<file path="src/rtl/uart_stim_pkg.sv">
// rtl/uart_stim_pkg.sv - shared types and helpers for the UART stimulus transmitter
// Purpose: parity mode and FSM state encodings, default baud divisor, parity helper.
// Ports: none (package).
package uart_stim_pkg;

  // 115200 baud from a 50 MHz clock.
  localparam int UART_DIV_115200 = 434;

  typedef enum logic [1:0] {
    PAR_NONE = 2'd0,
    PAR_ODD  = 2'd1,
    PAR_EVEN = 2'd2
  } parity_t;

  typedef enum logic [2:0] {
    IDLE  = 3'd0,
    START = 3'd1,
    DATA  = 3'd2,
    PAR   = 3'd3,
    STOP  = 3'd4
  } tx_state_t;

  // Parity over the low nbits of data; even parity is the plain XOR.
  function automatic logic parity_bit(input logic [7:0] data, input int nbits, input parity_t mode);
    logic x;
    x = 1'b0;
    for (int i = 0; i < 8; i++) begin
      if (i < nbits) x = x ^ data[i];
    end
    return (mode == PAR_ODD) ? ~x : x;
  endfunction

endpackage

</file>
<file path="src/rtl/sync_fifo.sv">
// rtl/sync_fifo.sv - parametrised synchronous FIFO with drop-on-full
// Purpose: byte queue in front of the UART FSM; show-ahead read (rd_data is the head).
// Ports: clk, rst (sync, active-high); wr_en/wr_data push; rd_en pop; rd_data head entry;
//        full, empty, count occupancy; overflow sticky on write-while-full.
module sync_fifo #(
  parameter int WIDTH = 8,
  parameter int DEPTH = 16
) (
  input  logic                       clk,
  input  logic                       rst,
  input  logic                       wr_en,
  input  logic [WIDTH-1:0]           wr_data,
  input  logic                       rd_en,
  output logic [WIDTH-1:0]           rd_data,
  output logic                       full,
  output logic                       empty,
  output logic [$clog2(DEPTH+1)-1:0] count,
  output logic                       overflow
);

  localparam int AW = $clog2(DEPTH);
  localparam int CW = $clog2(DEPTH+1);

  logic [WIDTH-1:0] mem [DEPTH];
  logic [AW-1:0]    wr_ptr;
  logic [AW-1:0]    rd_ptr;
  logic             wr_ok;
  logic             rd_ok;

  assign full    = (count == CW'(DEPTH));
  assign empty   = (count == '0);
  assign wr_ok   = wr_en && !full;
  assign rd_ok   = rd_en && !empty;
  assign rd_data = mem[rd_ptr];

  // DEPTH is a power of two, so the pointers wrap by natural overflow.
  always_ff @(posedge clk) begin
    if (rst) begin
      wr_ptr   <= '0;
      rd_ptr   <= '0;
      count    <= '0;
      overflow <= 1'b0;
    end else begin
      if (wr_ok) wr_ptr <= wr_ptr + AW'(1);
      if (rd_ok) rd_ptr <= rd_ptr + AW'(1);
      if (wr_en && full) overflow <= 1'b1;
      case ({wr_ok, rd_ok})
        2'b10:   count <= count + CW'(1);
        2'b01:   count <= count - CW'(1);
        default: ;
      endcase
    end
  end

  always_ff @(posedge clk) begin
    if (wr_ok) mem[wr_ptr] <= wr_data;
  end

endmodule

</file>
<file path="src/rtl/uart_stim_tx.sv">
// rtl/uart_stim_tx.sv - parametrised UART transmitter with input byte FIFO
// Purpose: serialises queued bytes as start/data/parity/stop frames on tx.
// Ports: clk, rst (sync, active-high); wr_en/wr_data push a byte; full, empty, count,
//        overflow FIFO status; busy frame in progress; frame_done pulse on last stop cycle;
//        tx serial line (idle high).
module uart_stim_tx
  import uart_stim_pkg::*;
#(
  parameter int CLK_DIV    = UART_DIV_115200,
  parameter int DATA_BITS  = 8,
  parameter int PARITY     = 0,
  parameter int STOP_BITS  = 1,
  parameter int FIFO_DEPTH = 16
) (
  input  logic                            clk,
  input  logic                            rst,
  input  logic                            wr_en,
  input  logic [7:0]                      wr_data,
  output logic                            full,
  output logic                            empty,
  output logic [$clog2(FIFO_DEPTH+1)-1:0] count,
  output logic                            overflow,
  output logic                            busy,
  output logic                            frame_done,
  output logic                            tx
);

  localparam parity_t     PAR_MODE  = parity_t'(2'(PARITY));
  localparam logic [15:0] BAUD_LAST = 16'(CLK_DIV - 1);
  localparam logic [2:0]  DATA_LAST = 3'(DATA_BITS - 1);
  localparam logic [2:0]  STOP_LAST = 3'(STOP_BITS - 1);

  tx_state_t   state;
  logic [15:0] baud_cnt;
  logic [2:0]  bit_cnt;
  logic [7:0]  shift;
  logic        par_bit;
  logic [7:0]  fifo_data;
  logic        bit_end;
  logic        last_stop;
  logic        pop;

  sync_fifo #(
    .WIDTH (8),
    .DEPTH (FIFO_DEPTH)
  ) u_fifo (
    .clk      (clk),
    .rst      (rst),
    .wr_en    (wr_en),
    .wr_data  (wr_data),
    .rd_en    (pop),
    .rd_data  (fifo_data),
    .full     (full),
    .empty    (empty),
    .count    (count),
    .overflow (overflow)
  );

  assign bit_end    = (baud_cnt == BAUD_LAST);
  assign last_stop  = (state == STOP) && bit_end && (bit_cnt == STOP_LAST);
  // Popping on the last stop cycle lets the next frame start with no idle gap.
  assign pop        = !empty && ((state == IDLE) || last_stop);
  assign frame_done = last_stop;
  assign busy       = (state != IDLE);

  always_comb begin
    tx = 1'b1;
    case (state)
      START:   tx = 1'b0;
      DATA:    tx = shift[0];
      PAR:     tx = par_bit;
      default: tx = 1'b1;
    endcase
  end

  always_ff @(posedge clk) begin
    if (rst) begin
      state    <= IDLE;
      baud_cnt <= '0;
      bit_cnt  <= '0;
      shift    <= '0;
      par_bit  <= 1'b0;
    end else begin
      if (state == IDLE || bit_end) baud_cnt <= '0;
      else                          baud_cnt <= baud_cnt + 16'd1;

      if (pop) begin
        shift   <= fifo_data;
        par_bit <= parity_bit(fifo_data, DATA_BITS, PAR_MODE);
      end

      case (state)
        IDLE: begin
          if (pop) state <= START;
        end
        START: begin
          if (bit_end) begin
            state   <= DATA;
            bit_cnt <= '0;
          end
        end
        DATA: begin
          if (bit_end) begin
            shift <= {1'b0, shift[7:1]};
            if (bit_cnt == DATA_LAST) begin
              bit_cnt <= '0;
              state   <= (PAR_MODE != PAR_NONE) ? PAR : STOP;
            end else begin
              bit_cnt <= bit_cnt + 3'd1;
            end
          end
        end
        PAR: begin
          if (bit_end) begin
            state   <= STOP;
            bit_cnt <= '0;
          end
        end
        STOP: begin
          if (bit_end) begin
            if (bit_cnt == STOP_LAST) begin
              bit_cnt <= '0;
              state   <= pop ? START : IDLE;
            end else begin
              bit_cnt <= bit_cnt + 3'd1;
            end
          end
        end
        default: state <= IDLE;
      endcase
    end
  end

endmodule

</file>
<file path="config.mk">
export PLATFORM = sky130hd
export DESIGN_NAME = uart_stim_tx
export DESIGN_NICKNAME = d
export VERILOG_FILES = /design/src/rtl/uart_stim_pkg.sv /design/src/rtl/sync_fifo.sv /design/src/rtl/uart_stim_tx.sv
export SDC_FILE = /design/constraint.sdc
export NUM_CORES = 1
export LEC_CHECK = 0
export ABC_AREA = 1
export CAP_MARGIN = 20
export CORE_MARGIN = 2
export CORE_UTILIZATION = 39
export DETAILED_ROUTE_END_ITERATION = 7
export PLACE_DENSITY = 0.63
export REMOVE_ABC_BUFFERS = 1
export SYNTH_ARGS = -nofsm -noshare
export SYNTH_HDL_FRONTEND = slang
export SYNTH_HIERARCHICAL = 1
export SYNTH_SLANG_ARGS = --single-unit
</file>
<file path="constraint.sdc">
create_clock -name clk -period 2.9 [get_ports clk]
set_input_delay 0.29 -clock clk [delete_from_list [all_inputs] [get_ports clk]]
set_output_delay 0.29 -clock clk [all_outputs]
set_load 0.05 [all_outputs]
</file>
==> summary.md, run 1 <==
| Metric | Value |
|---|---|
| TritonCTS buffer count | `17` |
| H-tree levels | `4` |
| Synth Instances | `approximately 750` |
| Worst vdd ir | `roughly 0.46 mV` |
| FFs w/ async S/R, synth | `0` |
| # hold bufs at CTS | `0` |
| CP Launch Type | `register` |
| Ports | `22` |
| Mean Syn Cell Area | `between 10 and 15 µm²` |
| Buffers on Ports | `21` |
| Worst endpoint data arrival time | `between 2000 and 2500 ps` |
| DRC Markers | `0` |
| Routed vias | `~5300` |
| Power per Cell Area | `around 840 mW/mm²` |
| Synth Cell Area | `0.00794 mm²` |
| Slew Limit Headroom | `0.546` |
| Final HPWL DP | `between 10000 and 15000 µm` |
| Multi-input gate area | `roughly 0.0026 mm²` |
| Pre-CTS setup slack | `~38 ps` |
| Fmax | `around 370 MHz` |
| Unique masters post-synth | `43` |
| Iteration-0 DRC Markers | `between 200 and 300` |
| Filler cell count | `approximately 1900` |
| Initial antenna violation count | `0` |
| Register area | `~0.0048 mm²` |
| Final Max Slew Viols | `0` |
| Die height | `147 µm` |
| Max Clock Skew | `between 10 and 15 ps` |
| Post-route ant nets | `0` |
| Layout cell share with drive strength beyond 1 | `0.115` |
| Area leader, netlist | `edfxtp_1` |
| Vias in the first global route | `5093` |
| Post-synth EDFFs | `about 130` |
| Hold crit path type | `reg -> reg` |
| Sequential element share of the synthesized area | `0.607` |
| Area Growth Syn to Fin | `15.9%` |
| Die ar. | `0.0215 mm²` |
| # nets final | `about 820` |
| Drt pass-1 iters | `4` |
| Minimum clock period after layout | `between 2000 and 3000 ps` |
| Remaining Overflow, GRT | `0` |
| Largest net degree at the start of global routing | `about 40` |
| Synthesis-stage register bit count | `roughly 180` |
| Leak | `roughly 0.0034 µW` |
| N_diodes | `0` |
| Final WL | `between 15000 and 20000 µm` |
| Top FF cell, synth | `edfxtp_1` |
| Critical path class | `reg -> out` |
| Final hold viol count | `0` |
| Period utilization | `0.924` |
| Post-synth top area share | `0.484` |
| Setup TNS | `0 ps` |
| Core area | `slightly above 0.02 mm²` |
| Die W | `between 100 and 150 µm` |
| Clk_lat worst skew | `430 ps` |
| Total of max-cap violations | `0` |
| Final Wtd Congestion | `roughly 0.80` |
| CTS sink cnt | `177` |
| Slew of the pin with the lowest slew margin | `between 600 and 700 ps` |
| CTS root buffer | `clkbuf_16` |
| Status | `complete, no violations` |
| Global Route Usage Sum | `0.157` |
| Top cells by count, synth | `128 x edfxtp_1, 96 x inv_1, 88 x nand2_1` |
| Most frequent cell after synthesis | `edfxtp_1` |
| Row cnt | `52` |
| PnR worst setup slack | `between 200 and 250 ps` |
| Clock slew at reported path FFs | `about 70 ps` |
| Top post-synthesis cells by area | `edfxtp_1 48%, dfxtp_1 12%, inv_1 4.5%, nand2_1 4.2%, mux2i_1 4.0%` |
| Avg WL per Cell | `around 15 µm` |
| Starting density of the core | `0.395` |
| Vias per cell | `between 4 and 5` |
| Synthesis Warnings | `6` |
| Crit-path max FO | `4` |
| Clock Tree Buf Depth | `2` |
| RSZ-0062 raised after global routing | `no` |
| First-pass GRT wire length | `26400 µm` |
| Critical Path Sink Type | `output port` |
| Hold WS | `roughly 450 ps` |
| Pwr Total | `approximately 7700 µW` |
| Worst Path Required | `about 2600 ps` |
| Finish-stage setup viols | `0` |
| CTS tree | `built` |
cells in the final DEF (no fill, tap or decap), types with 2 or more instances in the layout:
| cell type | Yosys | final |
|---|---|---|
| mux2i_1 | 32 | 32 |
| nand3_1 | 41 | 41 |
| clkbuf_16 | 0 | 17 |
| dfxtp_1 | 49 | 48 |
| xnor2_1 | 2 | 2 |
| nor3_1 | 15 | 15 |
| edfxtp_1 | 128 | 128 |
| a211oi_1 | 6 | 6 |
| nand2_1 | 88 | 88 |
| inv_8 | 0 | 4 |
| o211ai_1 | 32 | 32 |
| nand2_2 | 3 | 3 |
| buf_12 | 0 | 2 |
| buf_4 | 1 | 25 |
| ha_1 | 13 | 12 |
| nand3_2 | 5 | 5 |
| nand2_4 | 5 | 5 |
| nor2_1 | 64 | 64 |
| nand3b_1 | 3 | 3 |
| inv_6 | 1 | 5 |
| xor2_1 | 6 | 4 |
| xor2_2 | 0 | 2 |
| nor2_4 | 2 | 3 |
| o21ai_1 | 2 | 2 |
| nor2_2 | 4 | 3 |
| a21oi_1 | 47 | 47 |
| nand4_1 | 7 | 7 |
| inv_1 | 96 | 95 |
| clkdlybuf4s50_1 | 0 | 21 |
| inv_2 | 5 | 6 |
| clkinv_8 | 0 | 4 |
| nor3b_1 | 12 | 12 |
| clkinv_1 | 2 | 3 |
| o21ai_0 | 43 | 43 |
| nor4_1 | 4 | 4 |
path summary, 6_finish.rpt:
kind,start,endpoint,slack [ps],cells after the start
hold / removal,shift[3],shift[2],450,2
hold reg to reg,shift[3],shift[2],450,2
setup reg to reg,baud_cnt[0],u_fifo/count[4],270,21
setup / recovery,state[1],tx,220,5
final cells by class:
type                            count  area share
Clock buffer                       17      0.0462
Clock inverter                     15      0.0175
Inverter                          104      0.0429
Multi-Input combinational cell    446       0.285
Sequential cell                   177       0.524
Tap cell                          270      0.0367
Timing Repair Buffer               48      0.0475
power breakdown:
part	internal, µW	leakage (µW)	switching [µW]
Combinational	861	0.00156	1580
Sequential	2890	0.00156	146
Clock	1150	0.000285	1070
what timing repair did:
| item | CTS | global route |
|---|---|---|
| endpoints found under the setup margin | 0 | 3 |
| gates resized for setup | 0 | 6 |
| buffers inserted | 0 | 0 |
metrics by stage:
stage	cells	utilization	cell area, µm²
finish	1077	0.458	9210
global route	1077	0.458	9210
CTS	1077	0.456	9180
detailed placement	1045	0.427	8590
global placement	1045	0.427	8590
floorplan	727	-	7810
cells by family after synthesis:
| logic type | count (synthesis) | synth area share |
|---|---|---|
| simple gates | 257 | 0.156 |
| compound gates | 136 | 0.100 |
| mux | 32 | 0.0403 |
| buf+inv | 130 | 0.0665 |
| xor+xnor | 8 | 0.00882 |
| fa+ha+maj | 13 | 0.0205 |
| flops | 177 | 0.607 |
state kept, by name, indices dropped and copies added, names as in the netlist, named ones only:
| name | count |
|---|---|
| u_fifo/mem | 128 |
| bit_cnt | 3 |
| state | 3 |
| u_fifo/wr_ptr | 4 |
| u_fifo/count | 5 |
| u_fifo/overflow | 1 |
| u_fifo/rd_ptr | 4 |
| shift | 8 |
| par_bit | 1 |
| baud_cnt | 16 |
routing by layer:
| metal | vias up | global-route usage | wire length (µm) |
|---|---|---|---|
| met2 | 78 | 0.257 | 7630 |
| li1 | 2683 | - | - |
| met3 | 27 | 0.0311 | 445 |
| met4 | 0 | 0.0602 | 382 |
| met1 | 2547 | 0.208 | 7680 |
| met5 | - | 0 | 0 |
worst max-delay path, cell delays in order, from the launching register on:
cell	delay, ps
dfxtp_1	380
inv_1	70
nor2_1	280
nand2_1	160
o221ai_1	230
clkdlybuf4s50_1	850
Power figures use the tool's default switching activity.
==> run 2: changes to the inputs <==
==> constraint.sdc (replaced) <==
create_clock -name clk -period 2.78 [get_ports clk]
set_input_delay 0.278 -clock clk [delete_from_list [all_inputs] [get_ports clk]]
set_output_delay 0.278 -clock clk [all_outputs]
set_load 0.05 [all_outputs]
==> run 2 against run 1 <==
Net effect:
- register-to-register slack improved by 20 ps
- total power up 6.0%
- clock skew rose by 5.3 ps
- flip-flop and latch count is the same
- sequential share of layout area shrank 0.32 points
- die area unchanged
- first-iteration DRC count increased by 38%
- global-route usage is 0.30 points lower
- clock-buffer cell count unchanged
- sequential power increased by 4%
- combinational power rose by 8%
- critical path type unchanged
- largest cell class unchanged
==> summary.md, run 2 (synthesis results as in run 1) <==
| Metric | Value |
|---|---|
| Die ar. | `0.0215 mm² (unchanged)` |
| Initial antenna violation count | `0 (unchanged)` |
| Remaining Overflow, GRT | `0 (unchanged)` |
| CTS sink cnt | `177 (unchanged)` |
| Final hold viol count | `0 (unchanged)` |
| Largest register by flop count | `u_fifo/mem` |
| Clock Tree Buf Depth | `2 (unchanged)` |
| CTS tree | `built` |
| Clock slew at reported path FFs | `70 ps (about the same)` |
| RR Startpoint | `baud_cnt[1]` |
| Iteration-0 DRC Markers | `366 (+38%)` |
| Starting density of the core | `0.395 (unchanged)` |
| Post-route ant nets | `0 (unchanged)` |
| Worst R2R Setup Slack | `290 ps (+20 ps)` |
| Fmax | `~400 MHz` |
| Reg-to-Reg End | `u_fifo/count[4]` |
| Status | `complete, no violations` |
| Most used cell, CP | `inv_1` |
| Core area | `0.0201 mm² (unchanged)` |
| Final Wtd Congestion | `0.790 (-0.77%)` |
| Slew Limit Headroom | `0.555 (+0.00866)` |
| CP Capture Point | `frame_done` |
| Global Route Usage Sum | `0.154 (-0.00303)` |
| Routed vias | `5263 (-1.3%)` |
| Crit-path slowest cell | `clkdlybuf4s50_1` |
| Most frequent cells in the layout | `128 x edfxtp_1, 95 x inv_1, 88 x nand2_1` |
| Clk_lat worst skew | `430 ps (about the same)` |
| Slowest stage delay, CP | `790 ps (-60 ps)` |
| Final Max Slew Viols | `0 (unchanged)` |
| Final HPWL DP | `10700 µm (-0.21%)` |
| Max Clock Skew | `18.9 ps (+5.30 ps)` |
| Slew of the pin with the lowest slew margin | `665 ps (-13.3 ps)` |
| RSZ-0062 raised after global routing | `no` |
| Leak | `0.00344 µW (+1.3%)` |
| Hold WS | `437 ps (-13.5 ps)` |
| Layout cell share with drive strength beyond 1 | `0.122 (+0.00668)` |
| WHS Path Cells | `1 (-1)` |
| Worst endpoint data arrival time | `2250 ps (-140 ps)` |
| Minimum clock period after layout | `2530 ps` |
| Most common cell after layout, fill and taps aside | `edfxtp_1` |
| H-tree levels | `4 (unchanged)` |
| Buffers on Ports | `21 (unchanged)` |
| TritonCTS buffer count | `17 (unchanged)` |
| Power per Cell Area | `880 mW/mm² (+5.3%)` |
| Critical path class | `reg -> out` |
| CTS root buffer | `clkbuf_16` |
| Finish-stage setup viols | `0 (unchanged)` |
| Worst vdd ir | `0.444 mV (-4.4%)` |
| Die W | `147 µm (unchanged)` |
| Avg WL per Cell | `14.7 µm (-2.1%)` |
| Final WL | `15900 µm (-1.6%)` |
| Vias per cell | `4.86 (-1.8%)` |
| Critical Path Sink Type | `output port` |
| CP Launch Type | `register` |
| Period utilization | `0.909` |
| Row cnt | `52 (unchanged)` |
| Worst r2r path cells | `22 (+4.8%)` |
| Crit-path max FO | `3 (-1)` |
| Worst Path Required | `2500 ps (-110 ps)` |
| Vias in the first global route | `4857 (-4.6%)` |
| Post-CTS setup buffers | `0 (unchanged)` |
| Filler cell count | `1853 (-0.91%)` |
| Largest net degree at the start of global routing | `33 (-20%)` |
| Regs by FF count | `u_fifo/mem x128, baud_cnt x16, shift x8` |
| Worst Setup SP | `baud_cnt[1]` |
| Drt pass-1 iters | `5 (+1)` |
| Hold crit path type | `reg -> reg` |
| Register area | `0.00483 mm² (about the same)` |
| # nets final | `824 (+0.73%)` |
| Largest register FFs | `128 (unchanged)` |
| DRC Markers | `0 (unchanged)` |
| Die height | `147 µm (unchanged)` |
| Ports | `22 (unchanged)` |
| N_diodes | `0 (unchanged)` |
| Crit. path cell count | `9 (+4)` |
| WP buf/inv | `4 (+2)` |
| Pwr Total | `8160 µW (+6.0%)` |
| First-pass GRT wire length | `26000 µm (-1.6%)` |
| Crit-path cells | `inv_1 -> ha_1 -> inv_1 -> nor2_1 -> nand2_1 -> nor2_2 -> nand3_2 -> inv_1 -> clkdlybuf4s50_1` |
| Top Family by Delay on Critical Path | `buffers and inverters` |
| Multi-input gate area | `0.00262 mm² (-0.19%)` |
| Area Growth Syn to Fin | `16.7%` |
| Total of max-cap violations | `0 (unchanged)` |
[run 2: cell types whose count changed in the layout (fill, tap and decap cells not counted)]
cell / delta
clkinv_2: -1
dfxtp_1: -1
nor2_4: -1
clkinv_4: +2
dfxtp_2: +1
clkdlybuf4s50_1: -1
dlymetal6s2s_1: +1
bufinv_16: +1
clkinvlp_4: -1
buf_4: +5
buf_12: +1
clkinv_8: -2
nor2_2: +1
[run 2: where the power goes]
part           internal, µW  switching, µW  leakage (µW)  total (µW)
sequential             3010            140       0.00156        3150
clock                  1280           1100      0.000290        2380
combinational           961           1670       0.00160        2630
total                  5250           2910       0.00344        8160
[run 2: area by class of cell]
class,count,share of cell area
well taps,270,0.0364
clock buffers,17,0.0459
inverters,104,0.0427
multi-input cells,446,0.283
clock inverters,14,0.0177
repair buffers,54,0.0537
flip-flops and latches,177,0.521
[run 2: how the worst min path moves through the flow]
stage,from,end
floorplan,rst,bit_cnt[0]
global placement,shift[3],shift[2]
detailed placement,shift[4],shift[3]
CTS,shift[4],shift[3]
global route,baud_cnt[0],baud_cnt[0]
finish,baud_cnt[0],baud_cnt[0]
[run 2: stage by stage]
stage / setup WS (ps) / TNS [ps] / area (µm²) / util / std cells
after floorplan: -725 / -4790 / 7810 / - / 727
after global placement: 181 / 0 / 8650 / 0.430 / 1051
after detailed placement: 70.1 / 0 / 8650 / 0.430 / 1051
after CTS: 59.3 / 0 / 9240 / 0.459 / 1082
after global routing: 28.4 / 0 / 9270 / 0.461 / 1082
final: 253 / 0 / 9270 / 0.461 / 1082
[run 2: repair_timing]
action	in CTS	in global routing
endpoints found under the setup margin	0	4
resized for setup	0	7
hold buffers	0	0
[run 2: per-layer routing]
layer | global-route usage | part of all wire | up-vias
met5 | 0 | 0 | -
met4 | 0.0481 | 0.013 | 0
met3 | 0.0280 | 0.035 | 15
met2 | 0.250 | 0.47 | 86
met1 | 0.212 | 0.48 | 2456
li1 | - | - | 2706
[run 2: worst register-to-register path, delay by kind of cell (launching register included)]
family | cells | cell delay (ps)
buffers and inverters | 6 | 370
flip-flops | 1 | 330
adder cells (fa/ha/maj) | 3 | 500
XOR/XNOR | 1 | 170
AND/OR/NAND/NOR | 12 | 1020
==> RTL change 1: new RTL, flow settings as in run 2 <==
Encoding of `tx_state_t`: now one-hot (5 bits for 5 states).
--- a/src/rtl/uart_stim_pkg.sv
+++ b/src/rtl/uart_stim_pkg.sv
@@ -12,12 +12,12 @@
     PAR_EVEN = 2'd2
   } parity_t;
 
-  typedef enum logic [2:0] {
-    IDLE  = 3'd0,
-    START = 3'd1,
-    DATA  = 3'd2,
-    PAR   = 3'd3,
-    STOP  = 3'd4
+  typedef enum logic [4:0] {
+    IDLE  = 5'b00001,
+    START = 5'b00010,
+    DATA  = 5'b00100,
+    PAR   = 5'b01000,
+    STOP  = 5'b10000
   } tx_state_t;
 
   // Parity over the low nbits of data; even parity is the plain XOR.
Formal check against the unedited RTL: same outputs for any inputs over 10 cycles, from zero or initial values and one cycle with rst high; not proved beyond that.
==> RTL change 1 against run 2 <==
  * Clock skew is 0.0075 ns lower
  * Final area decreased by 1.8%
  * Routed wire length increased by 2.2%
  * Power down 8.4%
  * Via count down 1.3%
  * Critical path depth fell by 2
  * Sequential cell count unchanged
  * Synthesized area fell by 0.79%
  * Core utilization grew 0.20 points
  * Non-clock buffer count down 6
  * Highest routed layer unchanged
  * Setup slack worse by 0.039 ns
==> RTL change 1: results (changes against run 2) <==
- The run finished with clean final reports.
- The arrival time of data at the critical path endpoint is 2.29 ns (+0.04 ns).
- The number of fill cells came to 1844 (-0.49%).
- The via count of the first global-routing pass is 4721 (-2.8%).
- The final RePlAce weighted congestion is 0.818 (+3.5%).
- The buffering stage count on the worst path with inverters included is 2 (-2).
- The met1 routing resource usage after global routing is 0.215 (+0.00231).
- The met3 usage in global routing is 0.0319 (+0.00392).
- The reported leakage power is 3.29 nW (-4.5%).
- The combined global-route utilization of all metal layers was 0.156 (+0.00144).
- The switching part of the total power is 0.341 (-0.0154).
- The layout cell share with drive strength beyond 1 is 0.124 (+0.00196).
- The half-perimeter wire length after detailed placement is 10.6 mm (-1.1%).
- The mean routed wirelength per cell was 15.5 µm (+5.5%).
- The met2 track utilization from global routing is 0.246 (-0.00330).
- The final setup skew was 0.0114 ns (-0.00751 ns).
- The number of nets in the final layout was 794 (-3.6%).
- The worst vdd rail ir drop is 0.368 mV (-17%).
- The post-synthesis cell type count is 39 (-9.3%).
- The maximum cell stage delay along the critical path is 0.81 ns (+0.02 ns).
- The routed metal-1 wire length was 7.66 mm (about the same).
- The detailed-routed wire length on met3 was 596 µm (+8.2%).
- Counting instances in the post-synthesis netlist gives the leading cell types as 128 x sky130_fd_sc_hd__edfxtp_1, 92 x sky130_fd_sc_hd__inv_1, 73 x sky130_fd_sc_hd__nand2_1.
- The via count of the routed design came to 5195 (-1.3%).
- The maximum number of pins on one net before global-route repair is 37 (+12%).
- The number of DRC markers after the initial detailed-route iteration was 475 (+30%).
- The critical-path maximum fanout was 5 (+2).
- The wire length of the first global-routing pass is 25.7 mm (-1.1%).
- The worst setup path startpoint is baud_cnt[7].
-- RTL change 1: kinds of logic (layout without fill, tap and decap cells) --
logic type	after synthesis	count (layout)	synth area share
adders and majority gates	13	13	0.0206
DFF	177	177	0.612
muxes	32	32	0.0406
and+or+nand+nor	236	236	0.150
AOI/OAI and AO/OA	139	139	0.101
buffers and inverters	124	177	0.0654
xor gates and xnor gates	9	9	0.0100
-- RTL change 1: final cells by class --
cell class	count	share of cell area
Tap cell	265	0.0364
Clock inverter	15	0.0157
Inverter	97	0.0406
Sequential cell	177	0.531
Multi-Input combinational cell	429	0.282
Clock buffer	17	0.0467
Timing Repair Buffer	48	0.0481
-- RTL change 1: power groups by stage --
stage / sequential [mW] / combinational (mW) / clock [mW]
final: 3.15 / 2.06 / 2.26
after detailed placement: 3.20 / 2.02 / 0
after global routing: 3.17 / 2.28 / 2.43
after global placement: 3.20 / 2.01 / 0
after CTS: 3.15 / 2.03 / 2.31
after floorplan: 3.33 / 1.28 / 0
-- RTL change 1: how the worst min path moves through the flow --
stage,end,slack [ns],depth (start not counted)
3_3_place_gp,shift[7],0.44,2
6_report,baud_cnt[0],0.43,1
4_1_cts,shift[7],0.45,2
3_5_place_dp,shift[7],0.44,2
5_1_grt,baud_cnt[0],0.46,1
2_1_floorplan,bit_cnt[1],0.35,1
-- RTL change 1: through the flow --
stage / hold WS [ns] / setup slack [ns] / instance area [µm²] / power [mW] / cells
6_report: 0.432 / 0.214 / 9100 / 7.47 / 1048
5_1_grt: 0.456 / 0.0169 / 9100 / 7.87 / 1048
4_1_cts: 0.454 / 0.116 / 9080 / 7.49 / 1048
3_5_place_dp: 0.444 / 0.142 / 8510 / 5.23 / 1016
3_3_place_gp: 0.438 / 0.195 / 8510 / 5.21 / 1016
2_1_floorplan: 0.347 / -0.413 / 7730 / 4.61 / 703
==> RTL change 2: new RTL, settings of run 2 <==
Without the edit above. Change the parameter `PARITY` from 0 to 1.
--- a/src/rtl/uart_stim_tx.sv
+++ b/src/rtl/uart_stim_tx.sv
@@ -8,7 +8,7 @@
 #(
   parameter int CLK_DIV    = UART_DIV_115200,
   parameter int DATA_BITS  = 8,
-  parameter int PARITY     = 0,
+  parameter int PARITY     = 1,
   parameter int STOP_BITS  = 1,
   parameter int FIFO_DEPTH = 16
 ) (
Function: no difference found for any inputs over 10 cycles, from zero or initial values and one cycle with rst high; that may be too few to reach the edited logic, so the function may still have changed.
==> RTL change 2 against run 2 <==
  * Routed wire length rose by 2.8%
  * Power fell by 2.9%
  * Sequential cell count did not move
  * Global-route usage rose by 0.42 points
  * Synthesized area rose by 1.0%
  * Final area rose by 0.50%
  * Setup slack got worse by 0.041 ns
==> RTL change 2: results (changes against run 2) <==
- The run finished with clean final reports.
- The combined global-route utilization of all metal layers came to 0.158 (+0.00416).
- The worst vdd rail ir drop is 0.504 mV (+14%).
- The met1 routing resource usage after global routing is 0.217 (+0.00466).
- The post-detailed-route via-to-cell ratio is 4.92 (+1.1%).
- The hold path endpoint is shift[4].
- The final hold slack was 0.461 ns (+0.0239 ns).
- The compound-cell area share of the yosys netlist came to 0.107 (+0.00693).
- The final RePlAce weighted congestion is 0.885 (+12%).
- The mean routed wirelength per cell is 15.0 µm (+2.3%).
- The met2 track utilization from global routing is 0.250 (about the same).
- The worst slack at placement is 0.112 ns (+0.0417 ns).
- The wire length of the first global-routing pass is 26.5 mm (+1.9%).
- The first-pass iteration count of the detailed router is 4 (-1).
- The met3 usage in global routing is 0.0287 (+0.000753).
- The number of nets in the final layout is 828 (+0.49%).
- The number of fill cells is 1862 (+0.49%).
- The final setup skew is 0.00959 ns (-0.00929 ns).
- The reported leakage power came to 3.46 nW (+0.43%).
- The number of cells after detailed placement is 1055 (+0.38%).
- In this run the most critical hold path is launched from shift[5].
- Ranked by total cell area, the synthesized netlist is headed by sky130_fd_sc_hd__edfxtp_1 48%, sky130_fd_sc_hd__dfxtp_1 12%, sky130_fd_sc_hd__inv_1 4.6%.
- The power consumed by combinational cells was 2.51 mW (-5%).
- The area share of xor/xnor cells in the synthesized design is 0.0131 (+0.00428).
- The half-perimeter wire length after detailed placement is 10.8 mm (+0.73%).
- The power after layout came to 7.92 mW (-2.9%).
- The via count of the routed design was 5344 (+1.5%).
-- RTL change 2: cell types whose count changed after synthesis, sizes merged, moves of 2 or more --
| cell | delta |
|---|---|
| nand4 | -2 |
| a211oi | -2 |
| nor3b | -4 |
| nor3 | -7 |
| nand2 | +2 |
| a21oi | +4 |
| inv | +6 |
| o21ai | +6 |
| nand3 | -3 |
| xor2 | +3 |
| o21a | +2 |
-- RTL change 2: per-layer routing --
layer	wire length, µm	up-vias	share of wire
met4	374	0	0.023
met1	7870	2546	0.48
met2	7590	81	0.47
li1	-	2695	-
met3	490	22	0.030
met5	0	-	0
-- RTL change 2: layout make-up --
| class | instances | area [µm²] | area share |
|---|---|---|---|
| Multi-Input combinational cell | 443 | 2670 | 0.286 |
| Clock buffer | 18 | 429 | 0.0461 |
| Sequential cell | 177 | 4830 | 0.518 |
| Tap cell | 270 | 338 | 0.0363 |
| Clock inverter | 14 | 134 | 0.0144 |
| Timing Repair Buffer | 55 | 503 | 0.0540 |
| Inverter | 110 | 418 | 0.0449 |
